==> src/rtl/spi_arb_pkg.sv <==
`default_nettype none
// +----------------------------------------------------------------------------+
// | Module      : spi_arb_pkg                                                  |
// | Description : Shared types and constants for the SPI flash pin arbiter.    |
// | Revision    : 1.0 - initial release                                        |
// +----------------------------------------------------------------------------+
package spi_arb_pkg;

    typedef enum logic [1:0] {
        ST_IDLE = 2'd0,
        ST_OWN0 = 2'd1,
        ST_OWN1 = 2'd2,
        ST_GAP  = 2'd3
    } state_t;

    localparam logic       PIN_IDLE_CSN = 1'b1;
    localparam logic       PIN_IDLE_SCK = 1'b0;
    localparam logic [3:0] PIN_IDLE_DQ  = 4'h0;
    localparam logic [3:0] PIN_IDLE_OE  = 4'h0;

    localparam logic OWNER_0 = 1'b0;
    localparam logic OWNER_1 = 1'b1;

endpackage
`default_nettype wire

==> src/rtl/spi_arb_pin_reg.sv <==
`default_nettype none
// +----------------------------------------------------------------------------+
// | Module      : spi_arb_pin_reg                                              |
// | Description : Registered 2:1 flash pin mux with idle force; resets idle.   |
// | Revision    : 1.0 - initial release                                        |
// +----------------------------------------------------------------------------+
module spi_arb_pin_reg
    import spi_arb_pkg::*;
(
    input  logic       clk,
    input  logic       rst_n,
    input  logic       i_sel,
    input  logic       i_force_idle,
    input  logic       i_csn0,
    input  logic       i_sck0,
    input  logic [3:0] i_dq0,
    input  logic [3:0] i_oe0,
    input  logic       i_csn1,
    input  logic       i_sck1,
    input  logic [3:0] i_dq1,
    input  logic [3:0] i_oe1,
    output logic       o_csn,
    output logic       o_sck,
    output logic [3:0] o_dq,
    output logic [3:0] o_oe
);

    always_ff @(posedge clk or negedge rst_n) begin
        if (!rst_n) begin
            o_csn <= PIN_IDLE_CSN;
            o_sck <= PIN_IDLE_SCK;
            o_dq  <= PIN_IDLE_DQ;
            o_oe  <= PIN_IDLE_OE;
        end else if (i_force_idle) begin
            o_csn <= PIN_IDLE_CSN;
            o_sck <= PIN_IDLE_SCK;
            o_dq  <= PIN_IDLE_DQ;
            o_oe  <= PIN_IDLE_OE;
        end else if (i_sel) begin
            o_csn <= i_csn1;
            o_sck <= i_sck1;
            o_dq  <= i_dq1;
            o_oe  <= i_oe1;
        end else begin
            o_csn <= i_csn0;
            o_sck <= i_sck0;
            o_dq  <= i_dq0;
            o_oe  <= i_oe0;
        end
    end

endmodule
`default_nettype wire

==> src/rtl/spi_flash_arbiter.sv <==
`default_nettype none
// +----------------------------------------------------------------------------+
// | Module      : spi_flash_arbiter                                            |
// | Description : Two-requester transaction-level arbiter for one SPI/QSPI     |
// |               flash pin set, with a forced chip-select gap on handover.    |
// |               Optional hold-time limit: define SPI_ARB_TIMEOUT_EN.         |
// | Revision    : 1.0 - initial release                                        |
// +----------------------------------------------------------------------------+
module spi_flash_arbiter
    import spi_arb_pkg::*;
#(
    parameter int GAP_CYCLES     = 4,
    parameter int TIMEOUT_CYCLES = 65535
) (
    input  logic       clk,
    input  logic       rst_n,
    input  logic       req0,
    output logic       gnt0,
    input  logic       csn0,
    input  logic       sck0,
    input  logic [3:0] dq0_o,
    input  logic [3:0] dq0_oe,
    output logic [3:0] dq0_i,
    input  logic       req1,
    output logic       gnt1,
    input  logic       csn1,
    input  logic       sck1,
    input  logic [3:0] dq1_o,
    input  logic [3:0] dq1_oe,
    output logic [3:0] dq1_i,
    input  logic [3:0] flash_dq_i,
    output logic       flash_csn,
    output logic       flash_sck,
    output logic [3:0] flash_dq_o,
    output logic [3:0] flash_dq_oe,
    output logic       owner,
    output logic       busy,
    output logic       abort_err,
    output logic       timeout_err
);

    if (GAP_CYCLES < 1 || GAP_CYCLES > 255 || TIMEOUT_CYCLES < 1 || TIMEOUT_CYCLES > 65535) begin : g_param_check
        $error("spi_flash_arbiter: GAP_CYCLES or TIMEOUT_CYCLES out of range");
    end

    localparam logic [7:0] c_gap_load = 8'(GAP_CYCLES - 1);

    state_t     r_state;
    state_t     w_next;
    logic       r_last;
    logic [7:0] r_gcnt;
    logic       r_gnt0;
    logic       r_gnt1;
    logic       r_owner;
    logic       r_busy;
    logic       r_abort;
    logic       w_elig0;
    logic       w_elig1;
    logic       w_to0;
    logic       w_to1;

`ifdef SPI_ARB_TIMEOUT_EN
    localparam logic [15:0] c_to_limit = 16'(TIMEOUT_CYCLES - 1);

    logic [15:0] r_tcnt;
    logic        r_block0;
    logic        r_block1;
    logic        r_tout;

    // A revoked requester stays ineligible until it lets go of req once.
    assign w_elig0     = req0 & ~r_block0;
    assign w_elig1     = req1 & ~r_block1;
    assign w_to0       = (r_state == ST_OWN0) & req0 & req1 & (r_tcnt == c_to_limit);
    assign w_to1       = (r_state == ST_OWN1) & req1 & req0 & (r_tcnt == c_to_limit);
    assign timeout_err = r_tout;
`else
    assign w_elig0     = req0;
    assign w_elig1     = req1;
    assign w_to0       = 1'b0;
    assign w_to1       = 1'b0;
    assign timeout_err = 1'b0;
`endif

    always_comb begin
        w_next = r_state;
        case (r_state)
            ST_IDLE: begin
                if (w_elig0 && w_elig1) begin
                    w_next = (r_last == OWNER_1) ? ST_OWN0 : ST_OWN1;
                end else if (w_elig0) begin
                    w_next = ST_OWN0;
                end else if (w_elig1) begin
                    w_next = ST_OWN1;
                end
            end
            ST_OWN0: if (!req0 || w_to0) w_next = ST_GAP;
            ST_OWN1: if (!req1 || w_to1) w_next = ST_GAP;
            ST_GAP:  if (r_gcnt == 8'd0) w_next = ST_IDLE;
            default: w_next = ST_IDLE;
        endcase
    end

    always_ff @(posedge clk or negedge rst_n) begin
        if (!rst_n) begin
            r_state  <= ST_IDLE;
            r_last   <= OWNER_1;
            r_gcnt   <= 8'd0;
            r_gnt0   <= 1'b0;
            r_gnt1   <= 1'b0;
            r_owner  <= OWNER_0;
            r_busy   <= 1'b0;
            r_abort  <= 1'b0;
`ifdef SPI_ARB_TIMEOUT_EN
            r_tcnt   <= 16'd0;
            r_block0 <= 1'b0;
            r_block1 <= 1'b0;
            r_tout   <= 1'b0;
`endif
        end else begin
            r_state <= w_next;
            r_gnt0  <= (w_next == ST_OWN0);
            r_gnt1  <= (w_next == ST_OWN1);
            r_busy  <= (w_next != ST_IDLE);
            r_abort <= 1'b0;
            case (r_state)
                ST_IDLE: begin
                    if (w_next == ST_OWN0) r_owner <= OWNER_0;
                    if (w_next == ST_OWN1) r_owner <= OWNER_1;
                end
                ST_OWN0: begin
                    if (w_next == ST_GAP) begin
                        r_last  <= OWNER_0;
                        r_gcnt  <= c_gap_load;
                        r_abort <= ~req0 & ~csn0;
                    end
                end
                ST_OWN1: begin
                    if (w_next == ST_GAP) begin
                        r_last  <= OWNER_1;
                        r_gcnt  <= c_gap_load;
                        r_abort <= ~req1 & ~csn1;
                    end
                end
                default: begin
                    if (r_gcnt != 8'd0) r_gcnt <= r_gcnt - 8'd1;
                end
            endcase
`ifdef SPI_ARB_TIMEOUT_EN
            r_tout <= w_to0 | w_to1;
            if ((w_next == r_state) &&
                (((r_state == ST_OWN0) && req1) || ((r_state == ST_OWN1) && req0))) begin
                r_tcnt <= r_tcnt + 16'd1;
            end else begin
                r_tcnt <= 16'd0;
            end
            if (w_to0)      r_block0 <= 1'b1;
            else if (!req0) r_block0 <= 1'b0;
            if (w_to1)      r_block1 <= 1'b1;
            else if (!req1) r_block1 <= 1'b0;
`endif
        end
    end

    // Pins follow the state being entered so they change on the same edge as the grant.
    spi_arb_pin_reg u_pin_reg (
        .clk          (clk),
        .rst_n        (rst_n),
        .i_sel        (w_next == ST_OWN1),
        .i_force_idle ((w_next != ST_OWN0) && (w_next != ST_OWN1)),
        .i_csn0       (csn0),
        .i_sck0       (sck0),
        .i_dq0        (dq0_o),
        .i_oe0        (dq0_oe),
        .i_csn1       (csn1),
        .i_sck1       (sck1),
        .i_dq1        (dq1_o),
        .i_oe1        (dq1_oe),
        .o_csn        (flash_csn),
        .o_sck        (flash_sck),
        .o_dq         (flash_dq_o),
        .o_oe         (flash_dq_oe)
    );

    assign gnt0      = r_gnt0;
    assign gnt1      = r_gnt1;
    assign owner     = r_owner;
    assign busy      = r_busy;
    assign abort_err = r_abort;
    assign dq0_i     = flash_dq_i;
    assign dq1_i     = flash_dq_i;

endmodule
`default_nettype wire

==> config.mk <==
export PLATFORM = sky130hd
export DESIGN_NAME = spi_flash_arbiter
export DESIGN_NICKNAME = d
export VERILOG_FILES = /design/src/rtl/spi_arb_pkg.sv /design/src/rtl/spi_arb_pin_reg.sv /design/src/rtl/spi_flash_arbiter.sv
export SDC_FILE = /design/constraint.sdc
export NUM_CORES = 1
export LEC_CHECK = 0
export CORE_ASPECT_RATIO = 0.7
export CORE_UTILIZATION = 44
export CTS_CLUSTER_SIZE = 40
export DETAILED_ROUTE_END_ITERATION = 7
export HOLD_SLACK_MARGIN = 0.15
export MAX_ROUTING_LAYER = met4
export PLACE_DENSITY = 0.79
export SYNTH_ARGS = -nofsm -noshare
export SYNTH_HDL_FRONTEND = slang
export SYNTH_SLANG_ARGS = --single-unit
export TNS_END_PERCENT = 5
==> constraint.sdc <==
create_clock -name clk -period 3.63 [get_ports clk]
set_input_delay 0.726 -clock clk [delete_from_list [all_inputs] [get_ports clk]]
set_output_delay 0.726 -clock clk [all_outputs]
set_load 0.05 [all_outputs]
==> results.toml, run 1 <==
[sta]
setup_ws_ns = 0.355
drv_slew = 0
rsz0062_at_grt = "false"
finClkSkew_ns = 0.00169
tns_ns = 0
fmax_mhz = 305
tightest_slew_ns = 0.679
finalCriticalPeriod_ns = 3.28
slew_headroom = 0.547
hold_viol = 0
setup_viol = 0
fin_crit_sh = 0.902

[cells_and_area]
nets = 210
finalInstanceArea_um2 = 1870
area_growth_pct = 30.0
layout-drive-gt1-share = 0.0819
n_antenna_cell = 0

[pwr]
p_int_mw = 1.10
pwr-share-seq = 0.247
pwr-share-comb = 0.637
ir_drop_mv = 0.673
p_leak_nw = 0.820
p_sw_uw = 963
clkPwrFrac = 0.116
switching_share = 0.467
power_mw = 2.06
power_density_nw_per_um2 = 1100

[synth]
ys_warn_count = 0
syn-num-nets = 177
synth_area_per_cell_um2 = 10.4
yosysTopAreaCell = "dfrtp_1"
synth-seq-cells = 26
syn_area_um2 = 1440
yosysMostFrequentCell = "dfrtp_1"
synth_common_cells = "dfrtp_1 (24), nor2_1 (20), mux2i_1 (11), ha_1 (10), buf_4 (9)"
async_flop_share = 1.00
synthTopCellsByArea = "dfrtp_1 (42%), ha_1 (8.7%), mux2i_1 (7.6%), nor2_1 (5.2%), buf_4 (4.7%)"
synthFlopType = "dfrtp_1"
synth.distinct_cells = 40
synth_top_area_frac = 0.417
yosysSeqAreaShare = 0.454
synth_edf_count = 0
synthesis.instances = 139

[detailed_routing]
routed_wl_um = 3170
dr.pass1.iters = 4
ant_nets = 0
wl_per_cell_um = 15.3
drc = 0
drtIter0Drc = 47
routed_via_density = 5.43
routed-via-count = 1124

[floorplan]
dieWidth_um = 70.4
rows = 16
dieArea_um2 = 3510
pin_count = 52
die_h_um = 49.9
initial_utilization = 0.489
core_um2 = 2940

[critical_path]
path_class = "primary input to flop"
cp-start-kind = "primary input"
cp_cell_sequence = "clkdlybuf4s50_1, nand2_1, nand2_1, o21ai_0, a221oi_1, ha_1, nor2b_4, or4b_4, or4b_1, a21oi_1"
worstPathArrival_ns = 3.47
ff2ff_setup_slack_ns = 0.49
critPathMostFrequentCell = "nand2_1"
critical-path-max-stage-delay_ns = 0.55
crit_path_top_delay_cell = "clkdlybuf4s50_1"
path_max_fanout = 5
worstPathRequired_ns = 3.83
endpoint_kind = "flop"

[cts]
clk_pin_slew_ns = 0.09
root_buffer = "clkbuf_8"
clkSinkCount = 26
cts_hold_buf = 0
clockBufferDepth = 2
cts_buffers = 3
htreeDepth = 1
cts_resized = 0
postCtsSetupRepairBufs = 0
cts_tree = "done"
insertion_delay_ns = 0.27

[grt]
grt_pass1_vias = 1158
grt_pass1_wl_um = 5460
grt_max_degree = 27
grt_use_total = 0.208
grt_overflow_total = 0
antenna_found_initial = 0

[place]
port_buffers = 38
post-dp-hpwl_um = 2400
place_area_um2 = 1800
place_congestion = 0.899
pre_cts_ws_ns = 0.127

[outcome]
status = "finished clean"

[flow_run]
drv_cap = 0

[hold_path]
hold_path_class = "flop to flop"
-- state kept, by name, summed over array words and instances, names as in the netlist, 2 cells and up --
register / flops
u_pin_reg.o_oe: 4
u_pin_reg.o_dq: 4
r_state: 2
r_gcnt: 8
-- critical path, delay by kind of cell --
kind,cells,cell delay [ns]
AND/OR/NAND/NOR,5,1.20
buffers and inverters,1,0.55
adder cells (fa/ha/maj),1,0.32
AO/OA/AOI/OAI,3,0.67
-- per-layer routing --
metal	global-route usage	wire [µm]	vias up
met5	-	0	-
met4	0.0533	54	0
met3	0.0716	255	6
met2	0.321	1450	50
met1	0.264	1410	529
li1	-	-	539
-- through the flow --
step           hold slack, ns  instances   util
6_report                0.555        207  0.636
3_5_place_dp            0.522        203  0.612
4_1_cts                 0.558        207  0.636
3_3_place_gp            0.492        203  0.612
2_1_floorplan           0.430        139      -
5_1_grt                 0.583        207  0.636
-- cell families after synthesis --
| kind of cell | count (synthesis) | synth area share |
|---|---|---|
| fa+ha+maj | 10 | 0.0869 |
| flops | 26 | 0.454 |
| compound gates | 18 | 0.0895 |
| buf+inv | 19 | 0.0738 |
| other cells | 1 | 0.00260 |
| simple gates | 53 | 0.209 |
| mux | 12 | 0.0843 |
-- final timing paths --
kind                              endpoint  depth (start not counted)  startpoint
hold / removal                       owner                          1       owner
hold reg to reg                      owner                          1       owner
min in group asynchronous        r_gcnt[1]                          2       rst_n
setup / recovery                 r_gcnt[4]                         10        req0
max in group asynchronous  u_pin_reg.o_csn                          2       rst_n
setup reg to reg                 r_gcnt[4]                         11   r_gcnt[0]
-- layout by cell type (no fill, tap or decap), drive strengths merged, types with 3 or more instances in the layout --
master	instances
a21oi	4
nor2b	3
dfrtp	24
clkdlybuf4s50	38
nand2b	4
nor3	6
nor2	20
nand2	6
o21ai	4
inv	7
ha	10
clkbuf	3
mux2i	11
-- layout make-up --
type                            instances  area, µm²
Timing Repair Buffer                   40        395
Fill cell                             234       1070
Multi-Input combinational cell         94        681
Inverter                                7       26.3
Tap cell                               36       45.0
Clock buffer                            3       41.3
Clock inverter                          1       30.0
Sequential cell                        26        653
-- power by group through the flow --
stage | Clock (mW) | Sequential (mW) | Combinational (mW)
final | 0.239 | 0.509 | 1.31
after global routing | 0.260 | 0.524 | 1.44
after CTS | 0.247 | 0.507 | 1.32
after detailed placement | 0 | 0.512 | 1.32
after global placement | 0 | 0.503 | 1.28
after floorplan | 0 | 0.723 | 0.757
Note: power is estimated with default switching activity, not from simulation.
==> inputs of run 2 (changes only) <==
--- a/config.mk
+++ b/config.mk
@@ -5,7 +5,7 @@
 export SDC_FILE = /design/constraint.sdc
 export NUM_CORES = 1
 export LEC_CHECK = 0
-export CORE_ASPECT_RATIO = 0.7
+export CORE_ASPECT_RATIO = 0.5
 export CORE_UTILIZATION = 44
 export CTS_CLUSTER_SIZE = 40
 export DETAILED_ROUTE_END_ITERATION = 7
==> run 2 against run 1 <==
Effect of this change: clock power fell by 23%; highest routed layer unchanged; cell area fell by 0.60%; worst setup slack lost 0.062 ns; critical endpoint unchanged; hold slack worse by 0.041 ns.
==> results.toml, run 2 (synthesized netlist as in run 1, its figures left out) <==
[outcome]
status = "finished clean"

[cts]
htreeDepth = 1
clkSinkCount = 26
cts_buffers = 3
postCtsSetupRepairBufs = 0
clockBufferDepth = 2
insertion_delay_ns = 0.27
cts_resized = 0
cts_tree = "done"
cts_hold_buf = 0
root_buffer = "clkbuf_8"
clk_pin_slew_ns = 0.09

[critical_path]
endpoint = "r_gcnt[4]"
path_class = "primary input to flop"
crit_path_top_delay_cell = "clkdlybuf4s50_1"
worstPathRequired_ns = 3.83
worstPathArrival_ns = 3.54
r2r_cells = 11
cp_cell_sequence = "clkdlybuf4s50_1, nand2_1, nand2_1, o21ai_0, a221oi_1, ha_1, nor2b_4, or4b_4, or4b_1, a21oi_1"
rr_startpoint = "r_gcnt[0]"
endpoint_kind = "flop"
cp-startpoint = "req0"
critPathMostFrequentCell = "nand2_1"
critical-path-max-stage-delay_ns = 0.54
cp-start-kind = "primary input"
r2r_end = "r_gcnt[4]"
path_max_fanout = 5
ff2ff_setup_slack_ns = 0.45

[sta]
hold_ws_ns = 0.514
slew_headroom = 0.560
drv_slew = 0
finClkSkew_ns = 0.00629
setup_ws_ns = 0.293
hold_viol = 0
tns_ns = 0
setup_viol = 0
rsz0062_at_grt = "false"
fin_crit_sh = 0.919
fmax_mhz = 300
finalCriticalPeriod_ns = 3.34
tightest_slew_ns = 0.660

[cells_and_area]
fin_util = 0.607
top_register = "r_gcnt"
layout_commonest_cell = "clkdlybuf4s50_1"
largest_register_ffs = 8
layout-drive-gt1-share = 0.0819
nets = 210
final_cell_mix = "clkdlybuf4s50_1 (38), dfrtp_1 (24), nor2_1 (20)"
area_growth_pct = 29.2
reg.largest.list = "r_gcnt: 8 flops, u_pin_reg.o_dq: 4 flops, u_pin_reg.o_oe: 4 flops"
n_antenna_cell = 0

[pwr]
p_int_mw = 1.05
power_mw = 1.98
ir_drop_mv = 0.584
p_leak_nw = 0.813
power_density_nw_per_um2 = 1070
switching_share = 0.473
pwr-share-comb = 0.652
p_sw_uw = 939
clkPwrFrac = 0.093
pwr-share-seq = 0.255

[detailed_routing]
drc = 0
drtIter0Drc = 29
routed-via-count = 1109
wl_per_cell_um = 13.8
ant_nets = 0
dr.pass1.iters = 4
routed_wl_um = 2910
routed_via_density = 5.26

[grt]
grt_pass1_wl_um = 4930
antenna_found_initial = 0
grt_pass1_vias = 1065
grt_max_degree = 27
grt_overflow_total = 0
grt_use_total = 0.188

[place]
post-dp-hpwl_um = 2200
port_buffers = 38
place_congestion = 0.909
pre_cts_ws_ns = 0.0423

[floorplan]
dieWidth_um = 82.9
pin_count = 52
dieArea_um2 = 3520
core_um2 = 3070
initial_utilization = 0.470
rows = 14
die_h_um = 42.5

[flow_run]
drv_cap = 0

[hold_path]
hold_path_class = "flop to flop"
hold_path_depth = 1
[run 2: power by group through the flow]
stage	Combinational [mW]	Clock, mW	Sequential, mW
floorplan	0.757	0	0.723
finish	1.29	0.185	0.506
global route	1.41	0.205	0.519
global placement	1.27	0	0.505
CTS	1.30	0.190	0.505
detailed placement	1.30	0	0.509
[run 2: stage by stage]
step / area (µm²) / std cells
5_1_grt: 1860 / 211
6_report: 1860 / 211
3_3_place_gp: 1810 / 207
2_1_floorplan: 1440 / 139
3_5_place_dp: 1810 / 207
4_1_cts: 1860 / 211
[run 2: worst min path at each step]
stage / from / endpoint / slack (ns)
floorplan: rst_n / abort_err / 0.43
global route: owner / owner / 0.53
CTS: owner / owner / 0.52
detailed placement: owner / owner / 0.50
global placement: owner / owner / 0.49
finish: owner / owner / 0.51
[run 2: critical path, delay by kind of cell]
kind	cells	cell delay, ns
buf+inv	1	0.54
compound gates	3	0.74
fa+ha+maj	1	0.35
simple gates	5	1.20
[run 2: final cells by class]
class,instances,area [µm²]
Clock buffer,4,55.1
Fill cell,269,1200
Inverter,7,26.3
Multi-Input combinational cell,94,681
Sequential cell,26,653
Tap cell,40,50.0
Timing Repair Buffer,40,395
[run 2: metal layers]
metal / vias to the layer above / global-route usage / share of wire
li1: 541 / - / -
met1: 526 / 0.226 / 0.43
met2: 33 / 0.323 / 0.50
met3: 9 / 0.0472 / 0.054
met4: 0 / 0.0448 / 0.010
met5: - / - / 0
